===== src/rtl/i2c_arb_pkg.sv =====
// Shared definitions for the i2c_arbiter block.
// States, default sizing and field width.
package i2c_arb_pkg;

  localparam int NUM_REQ_DEF = 3;
  localparam int TIMEOUT_DEF = 1_000_000;
  localparam int FW          = 8;

  typedef enum logic [1:0] {
    IDLE,
    LAUNCH,
    WAIT_ACCEPT,
    WAIT_DONE
  } arb_state_e;

endpackage


===== src/rtl/i2c_rr_pick.sv =====
// Combinational round-robin picker: first set req bit
// at or after rr_ptr, wrapping modulo NUM_REQ.
module i2c_rr_pick
  import i2c_arb_pkg::*;
#(
  parameter int NUM_REQ = NUM_REQ_DEF,
  parameter int PW      = (NUM_REQ > 1) ? $clog2(NUM_REQ) : 1
) (
  input  logic [NUM_REQ-1:0] req,
  input  logic [PW-1:0]      rr_ptr,
  output logic [NUM_REQ-1:0] gnt,
  output logic [PW-1:0]      idx,
  output logic               valid
);

  logic [2*NUM_REQ-1:0] dbl;
  logic [NUM_REQ-1:0]   rot;
  logic [PW:0]          sum;
  logic                 found;

  // rot[k] is req[(rr_ptr + k) mod NUM_REQ]
  always_comb begin
    dbl   = {req, req} >> rr_ptr;
    rot   = dbl[NUM_REQ-1:0];
    found = 1'b0;
    sum   = '0;
    for (int k = 0; k < NUM_REQ; k++) begin
      if (!found && rot[k]) begin
        found = 1'b1;
        sum   = {1'b0, rr_ptr} + (PW+1)'(k);
      end
    end
    if (sum >= (PW+1)'(NUM_REQ)) begin
      sum = sum - (PW+1)'(NUM_REQ);
    end
    idx   = sum[PW-1:0];
    valid = found;
    gnt   = found ? (NUM_REQ'(1) << idx) : '0;
  end

endmodule


===== src/rtl/i2c_arbiter.sv =====
// Round-robin arbiter sharing one i2c_controller among
// NUM_REQ requesters, with a per-transaction timeout.
module i2c_arbiter
  import i2c_arb_pkg::*;
#(
  parameter int NUM_REQ        = NUM_REQ_DEF,
  parameter int TIMEOUT_CYCLES = TIMEOUT_DEF
) (
  input  logic                  clk_ref,
  input  logic                  reset,
  input  logic [NUM_REQ-1:0]    req,
  input  logic [FW*NUM_REQ-1:0] req_dev_addr,
  input  logic [FW*NUM_REQ-1:0] req_reg_addr,
  input  logic [FW*NUM_REQ-1:0] req_data,
  output logic [NUM_REQ-1:0]    grant,
  output logic [NUM_REQ-1:0]    done,
  output logic [NUM_REQ-1:0]    err,
  output logic                  ctrl_start,
  output logic [FW-1:0]         ctrl_dev_addr,
  output logic [FW-1:0]         ctrl_reg_addr,
  output logic [FW-1:0]         ctrl_data,
  input  logic                  ctrl_ready,
  output logic                  busy
);

  localparam int PW = (NUM_REQ > 1) ? $clog2(NUM_REQ) : 1;
  localparam int CW = $clog2(TIMEOUT_CYCLES) + 1;
  localparam logic [CW-1:0] CNT_LAST = CW'(TIMEOUT_CYCLES - 1);
  localparam logic [CW-1:0] CNT_MAX  = '1;
  localparam logic [PW-1:0] PTR_LAST = PW'(NUM_REQ - 1);

  arb_state_e         state_q, state_d;
  logic [NUM_REQ-1:0] grant_q, grant_d;
  logic [NUM_REQ-1:0] done_q, done_d;
  logic [NUM_REQ-1:0] err_q, err_d;
  logic               start_q, start_d;
  logic [FW-1:0]      dev_q, dev_d;
  logic [FW-1:0]      reg_q, reg_d;
  logic [FW-1:0]      data_q, data_d;
  logic [PW-1:0]      win_q, win_d;
  logic [PW-1:0]      rr_q, rr_d;
  logic [CW-1:0]      cnt_q, cnt_d;

  logic [NUM_REQ-1:0] pick_gnt;
  logic [PW-1:0]      pick_idx;
  logic               pick_valid;
  logic [PW-1:0]      rr_next;
  logic               completing;

  i2c_rr_pick #(
    .NUM_REQ (NUM_REQ),
    .PW      (PW)
  ) u_pick (
    .req    (req),
    .rr_ptr (rr_q),
    .gnt    (pick_gnt),
    .idx    (pick_idx),
    .valid  (pick_valid)
  );

  assign rr_next = (win_q == PTR_LAST) ? '0 : win_q + 1'b1;

  always_comb begin
    state_d    = state_q;
    grant_d    = grant_q;
    done_d     = '0;
    err_d      = '0;
    start_d    = 1'b0;
    dev_d      = dev_q;
    reg_d      = reg_q;
    data_d     = data_q;
    win_d      = win_q;
    rr_d       = rr_q;
    cnt_d      = (cnt_q == CNT_MAX) ? cnt_q : cnt_q + 1'b1;
    completing = 1'b0;
    unique case (state_q)
      IDLE: begin
        cnt_d = cnt_q;
        if (pick_valid) begin
          state_d = LAUNCH;
          grant_d = pick_gnt;
          win_d   = pick_idx;
          cnt_d   = '0;
          for (int i = 0; i < NUM_REQ; i++) begin
            if (pick_gnt[i]) begin
              dev_d  = req_dev_addr[i*FW +: FW];
              reg_d  = req_reg_addr[i*FW +: FW];
              data_d = req_data[i*FW +: FW];
            end
          end
        end
      end
      LAUNCH: begin
        if (ctrl_ready) begin
          start_d = 1'b1;
          state_d = WAIT_ACCEPT;
        end
      end
      WAIT_ACCEPT: begin
        start_d = ctrl_ready;
        if (!ctrl_ready) begin
          state_d = WAIT_DONE;
        end
      end
      WAIT_DONE: begin
        if (ctrl_ready) begin
          completing = 1'b1;
          done_d     = grant_q;
          grant_d    = '0;
          rr_d       = rr_next;
          state_d    = IDLE;
        end
      end
      default: state_d = IDLE;
    endcase
    // A completion seen on the last cycle still wins over abort
    if (state_q != IDLE && !completing && cnt_q == CNT_LAST) begin
      err_d   = grant_q;
      done_d  = '0;
      start_d = 1'b0;
      grant_d = '0;
      rr_d    = rr_next;
      state_d = IDLE;
    end
  end

  always_ff @(posedge clk_ref) begin
    if (reset) begin
      state_q <= IDLE;
      grant_q <= '0;
      done_q  <= '0;
      err_q   <= '0;
      start_q <= 1'b0;
      dev_q   <= '0;
      reg_q   <= '0;
      data_q  <= '0;
      win_q   <= '0;
      rr_q    <= '0;
      cnt_q   <= '0;
    end else begin
      state_q <= state_d;
      grant_q <= grant_d;
      done_q  <= done_d;
      err_q   <= err_d;
      start_q <= start_d;
      dev_q   <= dev_d;
      reg_q   <= reg_d;
      data_q  <= data_d;
      win_q   <= win_d;
      rr_q    <= rr_d;
      cnt_q   <= cnt_d;
    end
  end

  assign grant         = grant_q;
  assign done          = done_q;
  assign err           = err_q;
  assign ctrl_start    = start_q;
  assign ctrl_dev_addr = dev_q;
  assign ctrl_reg_addr = reg_q;
  assign ctrl_data     = data_q;
  assign busy          = (state_q != IDLE);

endmodule


===== config.mk =====
export PLATFORM = sky130hd
export DESIGN_NAME = i2c_arbiter
export DESIGN_NICKNAME = d
export VERILOG_FILES = /design/src/rtl/i2c_arb_pkg.sv /design/src/rtl/i2c_rr_pick.sv /design/src/rtl/i2c_arbiter.sv
export SDC_FILE = /design/constraint.sdc
export NUM_CORES = 1
export LEC_CHECK = 0
export BUFFER_PORTS_ARGS = -buffer_cell sky130_fd_sc_hd__buf_2
export CAP_MARGIN = 15
export CELL_PAD_IN_SITES_DETAIL_PLACEMENT = 0
export CELL_PAD_IN_SITES_GLOBAL_PLACEMENT = 1
export CORE_UTILIZATION = 35
export CTS_CLUSTER_DIAMETER = 100
export DETAILED_ROUTE_END_ITERATION = 8
export MAX_ROUTING_LAYER = met4
export PLACE_DENSITY = 0.82
export SYNTH_ARGS = -nofsm -noshare
export SYNTH_HDL_FRONTEND = slang
export SYNTH_SLANG_ARGS = --single-unit

===== constraint.sdc =====
create_clock -name clk_ref -period 3.72 [get_ports clk_ref]
set_input_delay 0.744 -clock clk_ref [delete_from_list [all_inputs] [get_ports clk_ref]]
set_output_delay 0.744 -clock clk_ref [all_outputs]
set_load 0.01 [all_outputs]

**Word-level counts from Yosys, hierarchy flattened**

Cells that the tools add are included.

- Bits in registers: 61
- Bits of input ports: 78
- Output and inout bits: 35
- Logic and storage cells: 90

- Add/sub/neg operators: 5
- $lt $le $gt $ge: 1
- Equality and inequality tests: 11
- Shifts and indexed selects: 2
- Mux-type cells: 35
- Bitwise operators: 3
- Reductions and logical operators: 22

Operators by type and width:

| kind | number |
|---|---|
| 2-to-1 mux 8 bit | 9 |
| 2-to-1 mux 21 bit | 3 |
| adder 21 x 1 -> 21 bit (second input constant) | 1 |
| equality test 21 x 20 -> 1 bit (second input constant) | 1 |
| equality test 21 bit (second input constant) | 1 |
| 2-to-1 mux 2 bit | 10 |
| 2-to-1 mux 3 bit | 5 |
| != test 2 bit (second input constant) | 4 |
| case mux 2 bit (4 select lines) | 1 |
| nonzero test 2 bit | 4 |
| equality test 2 bit (second input constant) | 3 |
| case mux 3 bit (2 select lines) | 1 |
| AND reduction 2 bit | 3 |
| AND reduction 3 bit | 2 |
| right shift 6 x 2 -> 3 bit | 1 |
| 2-to-1 mux 1 bit | 5 |
| logical AND 1 bit | 4 |
| AND reduction 4 bit | 1 |
| OR reduction 2 bit | 2 |
| OR reduction 4 bit | 1 |
| adder 2 x 1 -> 3 bit (second input constant) | 1 |
| adder 2 x 2 -> 3 bit (second input constant) | 1 |
| greater-or-equal comparator 3 x 2 -> 1 bit (second input constant) | 1 |
| logical NOT 1 bit | 3 |
| 9 further kinds | 11 |

**Logic depth before layout (Yosys ltp)**

- Depth in word-level cells: 15
- Gate-level depth with buffers: 14
- Gate-level depth less buffers: 10

**Modules after synthesis**

Synthesis repeated with hierarchy kept, for this count alone.

- Cells, all modules: 439
- Area, all modules: 3448.3 um^2

By module, submodules not included:

| module | times used | cells each | area an instance (um^2) | seq. area each (um^2) |
|---|---|---|---|---|
| i2c_arbiter | 1 | 394 | 3136.8 | 1221.2 |
| i2c_rr_pick | 1 | 45 | 311.5 | 0.0 |

**Worst setup path after synthesis**

Ideal clock, no wire load.

- Path type: input to register
- Start point: input port req[1]
- End point: register data_q[1] (netlist: ctrl_data[1])
- Setup time: 0.079 ns
- Data arrival time: 3.428 ns
- Data required time: 3.641 ns
- Path slack: 0.214 ns
- Stages on the path: 12
- Path buffers: 4
- Cell sequence: buf_2 > or4b_1 > a41oi_1 > a221o_1 > buf_2 > buf_2 > ha_1 > clkinv_1 > o221ai_1 > a211o_4 > buf_6 > o221ai_2

- Cells in the longest elaborated chain, start to end: 14
- Elaborated cells between the ends (all ways): 20
- Classes of those cells: add/sub: 1; order compare: 1; shift: 2; mux: 10; reduce/logical: 6

Ends and longest elaborated chain:

| element | line | text |
|---|---|---|
| start: declaration | i2c_arbiter.sv:11 | `input logic [NUM_REQ-1:0] req,` |
| right shift 6 x 2 -> 3 bit * | i2c_rr_pick.sv:23 | `dbl = {req, req} >> rr_ptr;` |
| 2-to-1 mux 1 bit | i2c_rr_pick.sv:28 | `if (!found && rot[k]) begin` |
| logical NOT 1 bit | i2c_rr_pick.sv:28 |  |
| logical AND 1 bit | i2c_rr_pick.sv:28 |  |
| 2-to-1 mux 1 bit | i2c_rr_pick.sv:28 |  |
| logical NOT 1 bit | i2c_rr_pick.sv:28 |  |
| logical AND 1 bit | i2c_rr_pick.sv:28 |  |
| 2-to-1 mux 3 bit | i2c_rr_pick.sv:28 |  |
| greater-or-equal comparator 3 x 2 -> 1 bit / subtractor 2 bit (equally long branches) | i2c_rr_pick.sv:33, i2c_rr_pick.sv:34 |  |
| 2-to-1 mux 2 bit | i2c_rr_pick.sv:33 | `if (sum >= (PW+1)'(NUM_REQ)) begin` |
| left shift 1 x 2 -> 3 bit | i2c_rr_pick.sv:38 | `gnt = found ? (NUM_REQ'(1) << idx) : '0;` |
| 2-to-1 mux 3 bit | i2c_rr_pick.sv:38 |  |
| nonzero test 3 bit (no line) / 2-to-1 mux 8 bit (equally long branches) | -- |  |
| AND reduction 3 bit (no line) / 2-to-1 mux 8 bit (equally long branches) | -- |  |
| end signal: assignment | i2c_arbiter.sv:148 | `data_q <= data_d;` |
| end: declaration | i2c_arbiter.sv:39 | `logic [FW-1:0] data_q, data_d;` |

Mark *: on every way between the ends. The rest lies on a longest branch, timed or not.
A chain may end at the register's enable or synchronous reset.

**Final worst setup path**

- Start point: input port req[0]
- End point: register data_q[7] (netlist: ctrl_data[7])

The elaborated chain is that of the path after synthesis.

==> qor.yml <==
n_antenna_cell: 0
r2r_cells: 10
htreeDepth: 3
synthMuxAreaShare: 0.00795
cts_setup_buffers: 0
yosysSeqAreaShare: 0.277
final_cell_mix: "buf_2 (112), dfxtp_1 (61), nand2_1 (48)"
yosys.area_share.simple: 0.332
start_kind: "input pin"
dp_hpwl_um: 9770
port_buffers: 112
synth_area_mm2: 0.00441
viasPerCell: 5.75
place_congestion: 0.875
final_common_cell: "buf_2"
grt_max_degree: 52
layout-drive-gt1-share: 0.308
timing.critical_path.from: "req[0]"
setup_tns_ns: 0
reg2reg_from: "rr_q[1]"
worst_slew_pin_slew_ns: 1.00
yosysTopAreaCell: "dfxtp_1"
syn-num-nets: 628
synth_compound_area_frac: 0.273
synth_top_family_by_area: "simple AND/OR/NAND/NOR gates"
hold_viol_final: 0
hold_start: "win_q[1]"
clk_pin_slew_ns: 0.05
worstPathArrival_ns: 3.40
grt_remaining_overflow: 0
fin_worst_skew_ns: 0.00487
endpoint_kind: "flop"
cap_violations: 0
synthXorXnorAreaFrac: 0.0179
max_slew_margin: 0.331
clockRootBuffer: "clkbuf_16"
synth-edff-count: 0
setup_violations: 0
synth_cell_types: 62
syn_inst: 543
rsz0062_at_grt: "no"
worst_hold_path.endpoint: "win_q[1]"
leakagePower_nw: 2.14
grt_util_all_layers: 0.224
antenna_found_initial: 0
synth_fa_ha_area_frac: 0.0199
outcome: "complete, no violations"
slew_viol_final: 0
finalNetCount: 717
cts_tree: "done"
drt-total-wl_um: 13900
max_stage_delay_ns: 0.51
ioPinCount: 113
hold_class: "reg2reg"
ctsHoldBuffers: 0
cts_buffers: 9
rrSetupSlack_ns: 0.53
layout_min_cycle_time_ns: 3.23
cts_resized: 0
critical_path_required_ns: 3.89
cts_sinks: 61
clkLatencyLatePin_ns: 0.33
setup_slack_ns: 0.490
die_w_um: 114
synth.area.top_cells: "dfxtp_1 (28%), o221ai_2 (6.8%), and4_1 (5.4%), a211oi_2 (5.1%), a21boi_1 (4.1%)"
die_h_um: 114
vias: 4621
ir_drop_mv: 0.248
path_class: "in2reg"
cpMaxStageDelayCell: "or4b_1"
drtAntennaViolNets: 0
min_path_cells: 2
dr.pass1.iters: 5
pre_cts_slack_ns: 0.131
fin_crit_sh: 0.868
crit_chain: "buf_2 -> or4b_1 -> a41oi_1 -> a221o_1 -> ha_1 -> inv_1 -> a32oi_4 -> buf_4 -> a21o_1 -> a211o_4 -> o221ai_1"
grt_pass1_vias: 4373
dieArea_mm2: 0.0130
crit_fanout: 51
rr_endpoint: "ctrl_data[7]"
post_drt_wl_per_cell_um: 17.3
drt_iter0_drc: 355
coreArea_mm2: 0.0122
max_freq_mhz: 310
synthToLayoutAreaGrowth_pct: 22.7
ys_async_sr_fraction: 0
synth_ff_type: "dfxtp_1"
p_per_area_mw_per_mm2: 530
rows: 40
grt_pass1_wl_um: 22300
floorplan.initialDensity: 0.362
synth_seq_cells: 61
drc: 0
synth_top_area_share: 0.277
ctsLongestPathBuffers: 2
yosysWarningCount: 0
syn_avg_cell_area_um2: 8.11
routing by layer:
layer	global-route usage	vias to the layer above	wire length, um
met5	-	-	0
met3	0.0296	31	620
li1	-	2234	-
met2	0.366	145	6830
met1	0.276	2211	6130
met4	0.0996	0	363
critical path, delay by kind of cell:
| family | cells | cell delay, ns |
|---|---|---|
| and+or+nand+nor | 1 | 0.51 |
| adders and majority gates | 1 | 0.14 |
| buffers and inverters | 3 | 0.69 |
| AOI/OAI and AO/OA | 6 | 1.31 |
cell type report:
class | instances | area [um^2]
fillers | 1250 | 6760
multi-input cells | 415 | 2900
flip-flops and latches | 61 | 1220
repair buffers | 132 | 711
clock buffers | 10 | 239
well taps | 168 | 210
clock inverters | 5 | 75.1
inverters | 13 | 48.8
cell families after synthesis:
group                    Yosys count
buffers and inverters             67
flip-flops                        61
AO/OA/AOI/OAI                    134
XOR/XNOR                           9
multiplexers                       3
AND/OR/NAND/NOR                  262
adder cells (fa/ha/maj)            7
registers in the layout, summed over array words and instances, names as in the netlist:
signal	count
err	3
rr_q	2
grant	3
win_q	2
done	3
ctrl_data	8
ctrl_dev_addr	8
cnt_q	21
state_q	2
ctrl_reg_addr	8
ctrl_start	1
report_power, final:
group          switching (mW)  internal (mW)  total, mW
registers              0.0901          0.777      0.867
clock network           0.303          0.597      0.900
logic                   0.703          0.396       1.10
total                    1.10           1.77       2.87
synthesized netlist by cell type, types with 20 or more instances:
master and number:
clkbuf_1 30, nor3_1 30, a21boi_1 24, nand2_1 48, nand3_1 29, nand4_1 26
and4_1 27, nor2b_1 28, o221ai_2 20, dfxtp_1 61, nor2_1 37, a21oi_1 24
through the flow:
step	power [mW]	util	hold WS [ns]	cell area (um^2)	cells
floorplan	1.60	-	0.436	4410	543
global placement	1.94	0.419	0.451	5090	789
detailed placement	1.97	0.419	0.464	5090	789
CTS	2.87	0.444	0.472	5400	804
global route	3.02	0.444	0.504	5400	804
finish	2.87	0.444	0.474	5400	804
worst max path at each step:
stage	to	cells past startpoint	slack, ns
final	ctrl_data[7]	11	0.49
after global routing	ctrl_data[7]	10	0.21
after CTS	ctrl_data[7]	11	0.47
after detailed placement	ctrl_data[7]	11	0.13
after global placement	ctrl_data[7]	11	0.23
after floorplan	ctrl_data[1]	12	0.21
(Power assumes the default switching activity.)
